`config.mk`:
```
export PLATFORM = sky130hd
export DESIGN_NAME = id_stage
export DESIGN_NICKNAME = d
export VERILOG_FILES = /design/src/rtl/rv32i_pkg.sv /design/src/rtl/imm_gen.sv /design/src/rtl/id_stage.sv
export SDC_FILE = /design/constraint.sdc
export NUM_CORES = 1
export LEC_CHECK = 0
export ABC_AREA = 0
export CAP_MARGIN = 30
export CORE_MARGIN = 2
export CORE_UTILIZATION = 45
export CTS_CLUSTER_SIZE = 20
export DETAILED_ROUTE_END_ITERATION = 16
export PLACE_DENSITY = 0.95
export RECOVER_POWER = 25
export SLEW_MARGIN = 20
export SYNTH_ARGS = -nofsm -noshare
export SYNTH_HDL_FRONTEND = slang
export SYNTH_SLANG_ARGS = --single-unit
```
`constraint.sdc`:
```
create_clock -name i_clk -period 8 [get_ports i_clk]
set_input_delay 1.2 -clock i_clk [delete_from_list [all_inputs] [get_ports i_clk]]
set_output_delay 1.2 -clock i_clk [all_outputs]
set_load 0.01 [all_outputs]
```
`src/rtl/rv32i_pkg.sv`:
```
// Shared RV32I definitions: opcodes, ALU operation codes and immediate formats,
// plus the small decode helpers used by the decode stage.
package rv32i_pkg;

    localparam logic [6:0] OPC_LUI    = 7'b0110111;
    localparam logic [6:0] OPC_AUIPC  = 7'b0010111;
    localparam logic [6:0] OPC_JAL    = 7'b1101111;
    localparam logic [6:0] OPC_JALR   = 7'b1100111;
    localparam logic [6:0] OPC_BRANCH = 7'b1100011;
    localparam logic [6:0] OPC_LOAD   = 7'b0000011;
    localparam logic [6:0] OPC_STORE  = 7'b0100011;
    localparam logic [6:0] OPC_OPIMM  = 7'b0010011;
    localparam logic [6:0] OPC_OP     = 7'b0110011;
    localparam logic [6:0] OPC_FENCE  = 7'b0001111;
    localparam logic [6:0] OPC_SYSTEM = 7'b1110011;

    typedef enum logic [3:0] {
        ALU_ADD   = 4'd0,
        ALU_SUB   = 4'd1,
        ALU_SLL   = 4'd2,
        ALU_SLT   = 4'd3,
        ALU_SLTU  = 4'd4,
        ALU_XOR   = 4'd5,
        ALU_SRL   = 4'd6,
        ALU_SRA   = 4'd7,
        ALU_OR    = 4'd8,
        ALU_AND   = 4'd9,
        ALU_PASSB = 4'd10
    } alu_op_e;

    typedef enum logic [2:0] {
        IMM_NONE,
        IMM_I,
        IMM_S,
        IMM_B,
        IMM_U,
        IMM_J
    } imm_fmt_e;

    // FENCE and SYSTEM carry I-format fields even though they execute as NOPs.
    function automatic imm_fmt_e imm_fmt_of(input logic [6:0] opcode);
        case (opcode)
            OPC_JALR, OPC_LOAD, OPC_OPIMM,
            OPC_FENCE, OPC_SYSTEM:       return IMM_I;
            OPC_STORE:                   return IMM_S;
            OPC_BRANCH:                  return IMM_B;
            OPC_LUI, OPC_AUIPC:          return IMM_U;
            OPC_JAL:                     return IMM_J;
            default:                     return IMM_NONE;
        endcase
    endfunction

    // alt turns ADD into SUB and SRL into SRA.
    function automatic alu_op_e alu_op_of(input logic [2:0] funct3, input logic alt);
        case (funct3)
            3'b000:  return alt ? ALU_SUB : ALU_ADD;
            3'b001:  return ALU_SLL;
            3'b010:  return ALU_SLT;
            3'b011:  return ALU_SLTU;
            3'b100:  return ALU_XOR;
            3'b101:  return alt ? ALU_SRA : ALU_SRL;
            3'b110:  return ALU_OR;
            default: return ALU_AND;
        endcase
    endfunction

endpackage

```
`src/rtl/imm_gen.sv`:
```
// Combinational immediate generator: picks the format from the opcode and
// returns the sign-extended 32-bit immediate.
module imm_gen
    import rv32i_pkg::*;
(
    input  logic [31:0] inst,
    output logic [31:0] imm
);

    always_comb begin
        imm = '0;
        case (imm_fmt_of(inst[6:0]))
            IMM_I:   imm = {{20{inst[31]}}, inst[31:20]};
            IMM_S:   imm = {{20{inst[31]}}, inst[31:25], inst[11:7]};
            IMM_B:   imm = {{19{inst[31]}}, inst[31], inst[7], inst[30:25], inst[11:8], 1'b0};
            IMM_U:   imm = {inst[31:12], 12'b0};
            IMM_J:   imm = {{11{inst[31]}}, inst[31], inst[19:12], inst[20], inst[30:21], 1'b0};
            default: imm = '0;
        endcase
    end

endmodule

```
`src/rtl/id_stage.sv`:
```
// RV32I decode stage: decodes one instruction per handshake, reads the register
// file with writeback bypass, and registers the result into ID/EX.
module id_stage
    import rv32i_pkg::*;
#(
    parameter logic [31:0] RESET_PC = 32'h0000_0000
) (
    input  logic        i_clk,
    input  logic        i_rst,
    input  logic        i_valid,
    input  logic [31:0] i_inst,
    input  logic [31:0] i_pc,
    output logic        o_ready,
    output logic [4:0]  o_r1addr,
    output logic [4:0]  o_r2addr,
    input  logic [31:0] i_r1data,
    input  logic [31:0] i_r2data,
    input  logic [4:0]  i_wb_addr,
    input  logic [31:0] i_wb_data,
    input  logic        i_flush,
    input  logic        i_ex_ready,
    output logic        o_valid,
    output logic [31:0] o_pc,
    output logic [31:0] o_imm,
    output logic [31:0] o_rs1val,
    output logic [31:0] o_rs2val,
    output logic [4:0]  o_rd,
    output logic        o_rd_we,
    output logic [3:0]  o_alu_op,
    output logic        o_alu_src_imm,
    output logic        o_is_load,
    output logic        o_is_store,
    output logic        o_is_branch,
    output logic        o_is_jal,
    output logic        o_is_jalr,
    output logic        o_is_auipc,
    output logic [2:0]  o_funct3,
    output logic        o_illegal
);

    logic [6:0]  opcode;
    logic [4:0]  rs1, rs2, rd;
    logic [2:0]  funct3;
    logic [31:0] imm;
    logic [31:0] rs1val, rs2val;

    logic    dec_illegal, dec_load, dec_store, dec_branch;
    logic    dec_jal, dec_jalr, dec_auipc, dec_writes, dec_src_imm;
    logic    rs1_used, rs2_used;
    alu_op_e dec_alu;

    logic hazard, adv, load_slot;

    assign opcode   = i_inst[6:0];
    assign rd       = i_inst[11:7];
    assign funct3   = i_inst[14:12];
    assign rs1      = i_inst[19:15];
    assign rs2      = i_inst[24:20];
    assign o_r1addr = rs1;
    assign o_r2addr = rs2;

    imm_gen u_imm_gen (
        .inst (i_inst),
        .imm  (imm)
    );

    always_comb begin
        dec_illegal = 1'b0;
        dec_load    = 1'b0;
        dec_store   = 1'b0;
        dec_branch  = 1'b0;
        dec_jal     = 1'b0;
        dec_jalr    = 1'b0;
        dec_auipc   = 1'b0;
        dec_writes  = 1'b0;
        dec_src_imm = 1'b0;
        dec_alu     = ALU_ADD;
        rs1_used    = 1'b1;
        rs2_used    = 1'b0;
        case (opcode)
            OPC_LUI:    begin dec_writes = 1'b1; dec_src_imm = 1'b1; dec_alu = ALU_PASSB; rs1_used = 1'b0; end
            OPC_AUIPC:  begin dec_writes = 1'b1; dec_src_imm = 1'b1; dec_auipc = 1'b1;    rs1_used = 1'b0; end
            OPC_JAL:    begin dec_writes = 1'b1; dec_src_imm = 1'b1; dec_jal = 1'b1;      rs1_used = 1'b0; end
            OPC_JALR:   begin dec_writes = 1'b1; dec_src_imm = 1'b1; dec_jalr = 1'b1; end
            OPC_BRANCH: begin dec_branch = 1'b1; rs2_used = 1'b1; end
            OPC_LOAD:   begin dec_writes = 1'b1; dec_src_imm = 1'b1; dec_load = 1'b1; end
            OPC_STORE:  begin dec_store = 1'b1; dec_src_imm = 1'b1; rs2_used = 1'b1; end
            OPC_OPIMM:  begin
                dec_writes  = 1'b1;
                dec_src_imm = 1'b1;
                // Only the shift-right form of OP-IMM has an alternate encoding.
                dec_alu     = alu_op_of(funct3, i_inst[30] && (funct3 == 3'b101));
            end
            OPC_OP:     begin dec_writes = 1'b1; rs2_used = 1'b1; dec_alu = alu_op_of(funct3, i_inst[30]); end
            OPC_FENCE, OPC_SYSTEM: ;
            default:    dec_illegal = 1'b1;
        endcase
    end

    assign rs1val = (i_wb_addr != 5'd0 && i_wb_addr == rs1) ? i_wb_data : i_r1data;
    assign rs2val = (i_wb_addr != 5'd0 && i_wb_addr == rs2) ? i_wb_data : i_r2data;

    assign hazard = o_valid && o_is_load && (o_rd != 5'd0) &&
                    ((rs1_used && rs1 == o_rd) || (rs2_used && rs2 == o_rd));
    assign adv       = !o_valid || i_ex_ready;
    assign o_ready   = i_flush || (adv && !hazard);
    assign load_slot = adv && !hazard && i_valid;

    // Flush, bubbles and empty slots clear only the side-effecting flags; data fields may keep stale values.
    always_ff @(posedge i_clk or posedge i_rst) begin
        if (i_rst) begin
            o_valid       <= 1'b0;
            o_pc          <= RESET_PC;
            o_imm         <= '0;
            o_rs1val      <= '0;
            o_rs2val      <= '0;
            o_rd          <= '0;
            o_rd_we       <= 1'b0;
            o_alu_op      <= '0;
            o_alu_src_imm <= 1'b0;
            o_is_load     <= 1'b0;
            o_is_store    <= 1'b0;
            o_is_branch   <= 1'b0;
            o_is_jal      <= 1'b0;
            o_is_jalr     <= 1'b0;
            o_is_auipc    <= 1'b0;
            o_funct3      <= '0;
            o_illegal     <= 1'b0;
        end else if (i_flush || (adv && !load_slot)) begin
            o_valid     <= 1'b0;
            o_rd_we     <= 1'b0;
            o_is_load   <= 1'b0;
            o_is_store  <= 1'b0;
            o_is_branch <= 1'b0;
            o_is_jal    <= 1'b0;
            o_is_jalr   <= 1'b0;
            o_is_auipc  <= 1'b0;
            o_illegal   <= 1'b0;
        end else if (load_slot) begin
            o_valid       <= 1'b1;
            o_pc          <= i_pc;
            o_imm         <= imm;
            o_rs1val      <= rs1val;
            o_rs2val      <= rs2val;
            o_rd          <= rd;
            o_rd_we       <= dec_writes && (rd != 5'd0) && !dec_illegal;
            o_alu_op      <= dec_alu;
            o_alu_src_imm <= dec_src_imm;
            o_is_load     <= dec_load;
            o_is_store    <= dec_store;
            o_is_branch   <= dec_branch;
            o_is_jal      <= dec_jal;
            o_is_jalr     <= dec_jalr;
            o_is_auipc    <= dec_auipc;
            o_funct3      <= funct3;
            o_illegal     <= dec_illegal;
        end
    end

endmodule

```
======== After elaboration in Yosys (flattened, before gate mapping) ========
Cells that the tools add are included.
cells by class
  equal/unequal tests ..................... 26
  reductions and logical operators ........ 33
  muxes and demuxes ....................... 40
  bitwise gates (word level) .............. 1
operator list
  kind                                                              count
  32-bit case mux with 5 select lines                               1
  32-bit 2-to-1 mux                                                 2
  4-bit case mux with 7 select lines                                2
  1-bit 2-to-1 mux                                                  33
  7-bit == test (second input constant)                             4
  7-bit by 6-bit == test with 1-bit output (second input constant)  3
  5-bit == test                                                     4
  3-bit == test (second input constant)                             5
  3-bit case mux with 5 select lines                                1
  5-bit nonzero test                                                3
  7-bit by 5-bit == test with 1-bit output (second input constant)  2
  7-bit OR reduction                                                2
  1-bit logical AND                                                 13
  3-bit by 2-bit == test with 1-bit output (second input constant)  4
  4-bit case mux with 3 select lines                                1
  11-bit OR reduction                                               1
  7-bit by 2-bit == test with 1-bit output (second input constant)  1
  7-bit by 4-bit == test with 1-bit output (second input constant)  1
  3-bit by 1-bit == test with 1-bit output (second input constant)  2
  3-bit OR reduction                                                2
  5-bit OR reduction                                                1
  1-bit logical OR                                                  4
  1-bit zero test                                                   3
  3-bit zero test                                                   1
  4 further kinds                                                   4
storage, ports and cells
  bits in registers ....................... 150
  output and inout port bits .............. 161

======== Longest topological paths before layout ========
  depth after elaboration ................. 14
  mapped depth ............................ 9
  mapped depth without buffers ............ 5

======== Hierarchy ========
Synthesis repeated with hierarchy kept, for this count alone.
unflattened totals
  cell total of the unflattened synthesis .. 562
  area, all modules ....................... 7539.7 um2
modules (own cells, without submodules)
  module    area an instance (um2)  instances  cells each
  id_stage  6937.9                  1          483
  imm_gen   601.8                   1          79

======== Least setup slack after synthesis ========
OpenSTA, ideal clock, no wires.
  path kind ............................... input to output
  start point ............................. input i_inst[4]
  end point ............................... output o_ready
  slack ................................... 3986 ps
  stages .................................. 7
  arrival ................................. 2814 ps
  buffers on the path ..................... 2
  path through ............................ buf_2 > or3b_1 > a211oi_4 > nand4b_1 > and2_1 > clkbuf_1 > a21o_1
on the way
  cells in the longest elaborated chain, start to end .. 9
  elaborated cells between the ends (all ways) .. 17
RTL lines
  element                                                                 RTL line         source
  start: declaration                                                      id_stage.sv:11   input logic [31:0] i_inst,
  7-bit by 6-bit == test with 1-bit output, or another cell as far along  id_stage.sv:80   case (opcode)
  3-bit OR reduction (no line)                                            n/a
  1-bit 2-to-1 mux                                                        id_stage.sv:80
  1-bit logical AND                                                       id_stage.sv:104  ((rs1_used && rs1 == o_rd) || (rs2_used && rs2 == o_rd));
  1-bit logical OR *                                                      id_stage.sv:104
  1-bit logical AND *                                                     id_stage.sv:103  assign hazard = o_valid && o_is_load && (o_rd != 5'd0) &&
  1-bit zero test *                                                       id_stage.sv:106  assign o_ready = i_flush || (adv && !hazard);
  1-bit logical AND *                                                     id_stage.sv:106
  1-bit logical OR *                                                      id_stage.sv:106
  end: declaration                                                        id_stage.sv:13   output logic o_ready,
Mark *: on every way between the ends. The rest lies on a longest branch, timed or not.

======== Worst setup path after layout ========
Ends and elaborated chain as after synthesis.

==> impl_metrics.env <==
export IMPL_via_per_inst=5.77
export IMPL_grt_antenna_before_repair=0
export IMPL_wl_mm=25.3
export IMPL_grt_pass1_vias=7161
export IMPL_cts_sinks=150
export IMPL_clkTransAtPathRegs_ps=60
export IMPL_clockBufferDepth=2
export IMPL_ios=331
export IMPL_finalCriticalPeriod_ps=6040
export IMPL_grt_pass1_wl_mm=40.0
export IMPL_die_y_um=133
export IMPL_fin_crit_sh=0.756
export IMPL_coreArea_um2=16500
export IMPL_gr_total_overflow=0
export IMPL_worst_slew_pin_slew_ps=3960
export IMPL_r2r_setup_slack_ps=4960
export IMPL_grt_usage=0.288
export IMPL_root_buffer="clkbuf_16"
export IMPL_fmax_ghz=0.165
export IMPL_ys_flop_type="dfrtp_1"
export IMPL_hpwlAfterDp_mm=18.3
export IMPL_synth_top_cell_by_area="dfrtp_1"
export IMPL_p_per_area_nw_per_um2=204
export IMPL_synth_top_area_frac=0.499
export IMPL_cts_tree="done"
export IMPL_reg2reg_depth=6
export IMPL_fill_cells=1168
export IMPL_clock_skew_ps=17.0
export IMPL_cp_end_kind="primary output"
export IMPL_rows=47
export IMPL_maxCapViolCount=1
export IMPL_finalSetupViolCount=0
export IMPL_insertedDiodeCount=0
export IMPL_netlist_area_um2=7520
export IMPL_worstPathArrival_ps=4840
export IMPL_finalSetupTns_ps=0
export IMPL_yosysMostFrequentCell="dfrtp_1"
export IMPL_die_area_um2=17800
export IMPL_cts_buffers=17
export IMPL_synth_distinct_cells=59
export IMPL_cp_start_kind="input pin"
export IMPL_ctsHoldBuffers=0
export IMPL_area_growth_pct=52.4
export IMPL_drt_pass1_iterations=7
export IMPL_slew_headroom=-1.65
export IMPL_hold_depth=2
export IMPL_yosys_warnings=0
export IMPL_synth_commonest_cells="150 x dfrtp_1, 78 x nor2_1, 65 x a22oi_1"
export IMPL_drive_above_1_share=0.0533
export IMPL_gp_congestion=0.881
export IMPL_startpoint="i_inst[4]"
export IMPL_synth_edf_count=0
export IMPL_h_tree_depth=4
export IMPL_r2r_end="o_pc[9]"
export IMPL_drc_errors=0
export IMPL_first_iter_violations=439
export IMPL_crit_type="input pin to primary output"
export IMPL_fin_nets=1133
export IMPL_die_w_um=133
export IMPL_violations="max-capacitance violations, max-slew violations"
export IMPL_ys_seq_area_frac=0.499
export IMPL_ctsResizeCount=0
export IMPL_vdd_ir_drop_max_mv=0.137
export IMPL_syn_nets=838
export IMPL_grt_max_degree=90
export IMPL_status="complete, but fails checks"
export IMPL_rsz0062_at_grt="no"
export IMPL_report_final_slew_viol_count=90
export IMPL_min_from="o_is_store"
export IMPL_drtAntennaViolNets=0
export IMPL_leakage_nw=4.36
export IMPL_final_util=0.697
export IMPL_cp_required_ps=6800
export IMPL_ys_ff_latch=150
export IMPL_vias=6899
export IMPL_initial_core_util=0.457
export IMPL_hold_violations=0
export IMPL_cts_setup_buffers=0
export IMPL_avgSynthCellArea_um2=11.3
export IMPL_numPortBuffers=330
export IMPL_synthArstFlopShare=1.00
export IMPL_hold_class="flip-flop to flip-flop"
export IMPL_synthCells=668
export IMPL_synth_area_leaders="dfrtp_1 50%, mux2i_1 8.5%, a22oi_1 6.5%, mux2_1 6.1%, nor2_1 3.9%"
export IMPL_insertion_delay_ps=430
export IMPL_reg2reg_from="o_rd[4]"
export IMPL_wl_per_cell_um=21.1
export IMPL_worst_path_max_fanout=25
export IMPL_crit_end="o_ready"
[report_power, final]
part           internal (mW)  switching, mW  total [mW]
Combinational          0.341          0.262       0.603
Clock                  0.477          0.342       0.819
Sequential             0.859         0.0625       0.922
Total                   1.68          0.666        2.34
[layout make-up]
type / instances / area (µm²) / area share
clock buffers: 18 / 439 / 0.0383
clock inverters: 14 / 163 / 0.0142
inverters: 5 / 20.0 / 0.00175
multi-input cells: 450 / 3450 / 0.301
flip-flops and latches: 150 / 3750 / 0.327
well taps: 220 / 275 / 0.0240
repair buffers: 339 / 3370 / 0.294
[layout by cell type, fill, tap and decap left out, drive strengths merged, types with 9 or more instances in the layout]
| master | Yosys | layout |
|---|---|---|
| clkdlybuf4s50 | 0 | 302 |
| dfrtp | 150 | 150 |
| nor2 | 78 | 78 |
| a22oi | 65 | 65 |
| mux2i | 64 | 64 |
| mux2 | 44 | 44 |
| dlygate4sd3 | 0 | 28 |
| a2bb2oi | 23 | 23 |
| clkbuf | 35 | 18 |
| nand2 | 17 | 17 |
| o21ai | 13 | 13 |
| xor2 | 12 | 12 |
| nand3 | 12 | 12 |
| a2111oi | 12 | 12 |
| inv | 5 | 11 |
| a211oi | 10 | 10 |
| xnor2 | 9 | 9 |
| buf | 28 | 9 |
[worst min path at each step]
stage	slack, ps	endpoint
CTS	480	o_is_store
global placement	460	o_is_store
detailed placement	460	o_is_store
global route	490	o_pc[11]
floorplan	510	o_is_store
finish	480	o_is_store
[worst max-delay path, cell delays in order]
cell	delay (ps)
clkdlybuf4s50_1	850
or3b_1	450
a211oi_4	530
nand4b_1	250
and2_1	780
a21o_1	230
clkdlybuf4s50_1	530
[sequential cells by signal (all words and copies together), names as in the netlist, 3 cells and up]
signal / count
o_alu_op: 4
o_funct3: 3
o_imm: 32
o_pc: 32
o_rd: 5
o_rs1val: 32
o_rs2val: 32
[per-stage QoR]
step,hold slack [ps],cells,cell area (µm²),setup WS (ps),power [mW]
2_1_floorplan,511,668,7520,2760,1.17
3_3_place_gp,464,1164,10900,2100,1.53
3_5_place_dp,462,1164,10900,2010,1.54
4_1_cts,484,1196,11500,2010,2.37
5_1_grt,494,1196,11500,1790,2.44
6_report,480,1196,11500,1960,2.34
[per-layer routing]
metal / GRT usage / share of wire / wire, µm
met1: 0.352 / 0.38 / 9650
met2: 0.477 / 0.49 / 12400
met3: 0.0944 / 0.098 / 2470
met4: 0.110 / 0.029 / 721
met5: 0 / 0 / 0
[cell families after synthesis]
logic type | count (synthesis) | synth area share
AOI/OAI and AO/OA | 173 | 0.181
DFF | 150 | 0.499
and+or+nand+nor | 148 | 0.0953
muxes | 108 | 0.151
buffers and inverters | 68 | 0.0494
xor gates and xnor gates | 21 | 0.0244
Power figures use the tool's default switching activity.
